## src/rtl/systolic_array_ctrl.sv

```systemverilog
// Sequencer for an N x N weight-stationary PE array: loads weights, streams
// skewed activation vectors, and deskews the bottom-row accumulators into results.
module systolic_array_ctrl #(
  parameter int WBITS = 8,
  parameter int ABITS = 16,
  parameter int N     = 4,
  parameter int VBITS = 8
) (
  input  logic                   clk,
  input  logic                   reset,
  input  logic                   start,
  input  logic [VBITS-1:0]       num_vecs,
  output logic                   busy,
  output logic                   done,
  output logic                   w_rd_en,
  output logic [$clog2(N)-1:0]   w_rd_addr,
  input  logic [N*WBITS-1:0]     w_rd_data,
  output logic                   a_rd_en,
  output logic [VBITS-1:0]       a_rd_addr,
  input  logic [N*WBITS-1:0]     a_rd_data,
  output logic                   array_load,
  output logic [N*WBITS-1:0]     array_w_in,
  output logic [N*WBITS-1:0]     array_pass,
  input  logic [N*ABITS-1:0]     array_acc,
  output logic                   res_valid,
  output logic [N*ABITS-1:0]     res_vec,
  output logic [2:0]             dbg_state_o
);

  localparam int AW = $clog2(N);
  localparam int KW = $clog2(N + 1);
  localparam int TD = 2 * N + 1;

  typedef enum logic [2:0] {
    S_IDLE   = 3'd0,
    S_WLOAD  = 3'd1,
    S_STREAM = 3'd2,
    S_DRAIN  = 3'd3,
    S_DONE   = 3'd4
  } state_t;

  state_t           state_q, state_d;
  logic [KW-1:0]    k_q, k_d;
  logic [VBITS-1:0] m_q, m_d;
  logic [VBITS-1:0] nv_q, nv_d;
  logic [TD-1:0]    tok_q;

  assign dbg_state_o = state_q;

  always_ff @(posedge clk) begin
    if (reset) begin
      state_q <= S_IDLE;
      k_q     <= '0;
      m_q     <= '0;
      nv_q    <= '0;
      tok_q   <= '0;
    end else begin
      state_q <= state_d;
      k_q     <= k_d;
      m_q     <= m_d;
      nv_q    <= nv_d;
      tok_q   <= {tok_q[TD-2:0], a_rd_en};
    end
  end

  // Handshake: start is a pulse honoured only in IDLE; busy covers every cycle
  // from the one after the accepted start through the single done cycle.
  always_comb begin
    state_d    = state_q;
    k_d        = k_q;
    m_d        = m_q;
    nv_d       = nv_q;
    busy       = 1'b0;
    done       = 1'b0;
    w_rd_en    = 1'b0;
    w_rd_addr  = '0;
    a_rd_en    = 1'b0;
    a_rd_addr  = '0;
    array_load = 1'b0;
    array_w_in = '0;
    case (state_q)
      S_IDLE: begin
        if (start) begin
          nv_d    = num_vecs;
          k_d     = '0;
          m_d     = '0;
          state_d = S_WLOAD;
        end
      end
      S_WLOAD: begin
        busy = 1'b1;
        // Bottom row is read first so it ends up deepest in the weight chain.
        if (k_q < KW'(N)) begin
          w_rd_en   = 1'b1;
          w_rd_addr = AW'(N - 1 - int'(k_q));
        end
        if (k_q != '0) begin
          array_load = 1'b1;
          array_w_in = w_rd_data;
        end
        if (k_q == KW'(N)) state_d = (nv_q == '0) ? S_DONE : S_STREAM;
        else               k_d     = k_q + KW'(1);
      end
      S_STREAM: begin
        busy      = 1'b1;
        a_rd_en   = 1'b1;
        a_rd_addr = m_q;
        if (m_q == nv_q - VBITS'(1)) state_d = S_DRAIN;
        else                         m_d     = m_q + VBITS'(1);
      end
      S_DRAIN: begin
        busy = 1'b1;
        if (tok_q[TD-1] && (tok_q[TD-2:0] == '0)) state_d = S_DONE;
      end
      S_DONE: begin
        busy    = 1'b1;
        done    = 1'b1;
        state_d = S_IDLE;
      end
      default: state_d = S_IDLE;
    endcase
  end

  // Row 0 takes the SRAM output directly; row r goes through r registers.
  assign array_pass[WBITS-1:0] = tok_q[0] ? a_rd_data[WBITS-1:0] : '0;

  for (genvar r = 1; r < N; r++) begin : g_skew
    logic [WBITS-1:0] sk_q [r];
    always_ff @(posedge clk) begin
      if (reset) begin
        for (int j = 0; j < r; j++) sk_q[j] <= '0;
      end else begin
        sk_q[0] <= tok_q[0] ? a_rd_data[r*WBITS +: WBITS] : '0;
        for (int j = 1; j < r; j++) sk_q[j] <= sk_q[j-1];
      end
    end
    assign array_pass[r*WBITS +: WBITS] = sk_q[r-1];
  end

  assign res_valid = tok_q[TD-1];

  // Column c arrives c cycles after column 0, so it needs N-c register stages.
  for (genvar c = 0; c < N; c++) begin : g_deskew
    logic [ABITS-1:0] dq_q [N-c];
    always_ff @(posedge clk) begin
      if (reset) begin
        for (int j = 0; j < N - c; j++) dq_q[j] <= '0;
      end else begin
        dq_q[0] <= array_acc[c*ABITS +: ABITS];
        for (int j = 1; j < N - c; j++) dq_q[j] <= dq_q[j-1];
      end
    end
    assign res_vec[c*ABITS +: ABITS] = tok_q[TD-1] ? dq_q[N-c-1] : '0;
  end

endmodule

```

## config.mk

```make
export PLATFORM = sky130hd
export DESIGN_NAME = systolic_array_ctrl
export DESIGN_NICKNAME = d
export VERILOG_FILES = /design/src/rtl/systolic_array_ctrl.sv
export SDC_FILE = /design/constraint.sdc
export NUM_CORES = 1
export LEC_CHECK = 0
export CAP_MARGIN = 40
export CORE_ASPECT_RATIO = 1.75
export CORE_MARGIN = 10
export CORE_UTILIZATION = 35
export DETAILED_ROUTE_END_ITERATION = 10
export GPL_TIMING_DRIVEN = 1
export PLACE_DENSITY_LB_ADDON = 0.2
export SKIP_LAST_GASP = 1
export SYNTH_ARGS = -nofsm -noshare
export SYNTH_HDL_FRONTEND = slang
export SYNTH_SLANG_ARGS = --single-unit
```

## constraint.sdc

```tcl
create_clock -name clk -period 2.13 [get_ports clk]
set_input_delay 0.426 -clock clk [delete_from_list [all_inputs] [get_ports clk]]
set_output_delay 0.426 -clock clk [all_outputs]
set_load 0.05 [all_outputs]
```

==> flow_summary.yaml <==
floorplan:
  die-area_um2: 29450
  die_y_um: 219.7
  row_count: 73
  core-area_um2: 22560
  ios: 286
  die_w_um: 134.1
  start_util: 0.3534
worst_setup_path:
  crit_start: "dbg_state_o[2]"
  setup.worst_path.end: "array_w_in[12]"
  reg2regPathDepth: 8
  critical_path_arrival_ns: 1.81
  cp_data_required_time_ns: 1.70
  r2r_start: "nv_q[1]"
  worst_setup_path_start_kind: "register"
  path_class: "reg -> out"
  crit_fanout: 8
  endpoint_kind: "primary output"
  rr_endpoint: "m_q[4]"
  r2r_slack_ns: 0.09
sta:
  setup_tns_ns: -3.233
  tightest_slew_ns: 0.5622
  slew_violations: 0
  skew_ns: 0.005386
  timing.final.ws_setup_ns: -0.1050
  whs_ns: 0.2873
  setup-violations-final: 40
  fin_crit_ns: 2.235
  finalHoldViolCount: 0
  rsz0062_at_grt: "yes"
  relSlewSlack: 0.6240
  post-route-period-util: 1.049
  max_freq_mhz: 447.4
clock_tree:
  clk_pin_slew_ns: 0.07
  clock-sinks: 239
  ctsHoldBuffers: 0
  cts_tree: "yes"
  cts_max_path_buffers: 3
  clock_latency_ns: 0.49
  cts_buffers: 21
  cts.htree.levels: 1
  ctsRootBufferMaster: "clkbuf_16"
synth:
  syn_nets: 910
  syn_area_um2: 7973
  synth_cells: 766
  yosysUniqueCellTypes: 40
  avgSynthCellArea_um2: 10.41
  ys_seq_area_frac: 0.6001
  ys_ff_latch: 239
  yosysWarnings: 0
placed_design:
  postPlaceCellArea_um2: 12310
  place_congestion: 0.8370
  numPlacedInstances: 1311
  hpwl_mm: 15.80
  port_buffers: 285
detailed_routing:
  wl_mm: 21.17
  vias_per_cell: 4.249
  wl_per_cell_um: 15.50
  drc: 0
  dr.pass1.iters: 4
  drtIter0Drc: 229
  drtAntennaViolNets: 0
  vias: 5804
worst_hold_path:
  min_path_type: "in -> reg"
power:
  ir_worst_vdd_mv: 0.5580
  power.leakage_nw: 5.329
  p_clk_frac: 0.349
  p_int_w: 0.007643
  netSwitchingFraction: 0.2582
  combinationalPowerShare: 0.192
  seqPwrFrac: 0.459
  p_per_area_nw_per_um2: 776.6
  p_switching_w: 0.002661
finish:
  syn_to_final_growth_pct: 66.42
  regArea_um2: 4807
  diodes: 0
  final_area_um2: 13270
  final_nets: 1195
  final_cell_mix: "dfxtp_1, nor2b_1, clkdlybuf4s50_1"
  final_core_util: 0.5881
  fin_cells: 1366
  fill_cells: 1908
  final_common_cell: "dfxtp_1"
  multi_input_area_um2: 3027
  layout-drive-gt1-share: 0.2383
grt:
  grt_max_degree: 96
  antenna_found_initial: 0
  grt_pass1_vias: 5953
  globalRouteOverflowTotal: 0
  track_usage: 0.1367
  grt_pass1_wl_mm: 32.18
status:
  violations: "setup timing"
  status: "finished, violations left"
flow_run:
  drv_cap: 0
==> flip-flops by register name (all words and copies together) (netlist names) <==
name and count:
nv_q 8, dbg_state_o 3, tok_q 9, g_skew.sk_q 48
g_deskew.dq_q 160, m_q 8, k_q 3
==> power groups by stage <==
stage                     Combinational, W  Sequential [W]  Clock, W
final                              0.00197         0.00473   0.00360
after global routing               0.00210         0.00475   0.00391
after CTS                          0.00195         0.00473   0.00375
after detailed placement           0.00179         0.00484         0
after global placement             0.00178         0.00483         0
after floorplan                   0.000896         0.00486         0
==> per-stage QoR <==
stage | power [W] | worst slack, ns
global placement | 0.006605 | 0.06201
detailed placement | 0.006630 | -0.01171
finish | 0.01030 | -0.1050
global route | 0.01076 | -0.1878
floorplan | 0.005752 | -0.008669
CTS | 0.01043 | -0.1296
==> repair_timing <==
action / CTS / global route
resized for setup: 45 / 11
endpoints found under the setup margin: 44 / 54
pin swaps: 3 / 25
setup buffers: 12 / 2
cloned: 2 / 1
==> how the worst min path moves through the flow <==
stage                              endpoint  slack (ns)              startpoint  cells past startpoint
floorplan            g_deskew[0].dq_q[1][0]        0.41  g_deskew[0].dq_q[0][0]                      1
global placement      g_skew[3].sk_q[0][13]        0.42    g_skew[3].sk_q[0][5]                      1
detailed placement  g_deskew[2].dq_q[0][17]        0.42  g_deskew[2].dq_q[0][1]                      1
CTS                                  k_q[1]        0.26                   reset                      2
global route         g_deskew[0].dq_q[1][6]        0.29                   reset                      2
finish                               k_q[1]        0.29                   reset                      2
==> layout make-up <==
type                       count  share of cell area
inverter                       8            0.002452
tap                          300             0.02829
sequential                   239              0.3623
multi-input combinational    463              0.2281
clock buffer                  28             0.04461
clock inverter                10            0.004998
timing repair buffer         318              0.3292
==> critical path: stages (launching register included) <==
cell and delay [ns]:
dfxtp_4 0.35, nand3b_1 0.21, a21oi_4 0.18, buf_6 0.14
clkbuf_16 0.14, and2_4 0.15, buf_12 0.13
==> logic make-up after synthesis <==
group	share of synthesized area
adders and majority gates	0.007847
DFF	0.6001
and+or+nand+nor	0.3115
muxes	0.006278
xor gates and xnor gates	0.01318
AOI/OAI and AO/OA	0.02228
buffers and inverters	0.03876
==> Yosys cell counts, drive strengths merged <==
cell type / number / area share
a211oi: 1 / 0.0016
a21o: 1 / 0.00094
a21oi: 13 / 0.0082
a22oi: 1 / 0.00094
a311o: 1 / 0.0013
a31oi: 2 / 0.0016
a41o: 1 / 0.0013
a41oi: 1 / 0.0011
and2: 138 / 0.11
and3: 2 / 0.0016
and4: 1 / 0.0014
buf: 18 / 0.017
clkbuf: 38 / 0.018
dfxtp: 239 / 0.60
ha: 5 / 0.0078
inv: 8 / 0.0038
mux2i: 5 / 0.0063
nand2: 27 / 0.013
nand2b: 3 / 0.0024
nand3: 1 / 0.00063
nand3b: 3 / 0.0028
nand4: 6 / 0.0055
nor2: 18 / 0.0085
nor2b: 192 / 0.15
nor3: 8 / 0.0050
nor3b: 1 / 0.00094
nor4: 4 / 0.0031
nor4b: 2 / 0.0022
o211ai: 1 / 0.00094
o21ai: 3 / 0.0019
o22ai: 1 / 0.00079
o31ai: 2 / 0.0019
or2: 1 / 0.00079
or3: 5 / 0.0039
or4: 1 / 0.00094
xnor2: 12 / 0.013
==> metal layers <==
| layer | GRT usage | wire length [um] | vias up |
|---|---|---|---|
| met5 | 0 | 0 | - |
| met4 | 0.03933 | 414 | 0 |
| met3 | 0.04081 | 1376 | 27 |
| met2 | 0.2775 | 12230 | 153 |
| met1 | 0.1251 | 7150 | 2693 |
| li1 | - | - | 2931 |
No activity file was read; power rests on OpenSTA's default activity.
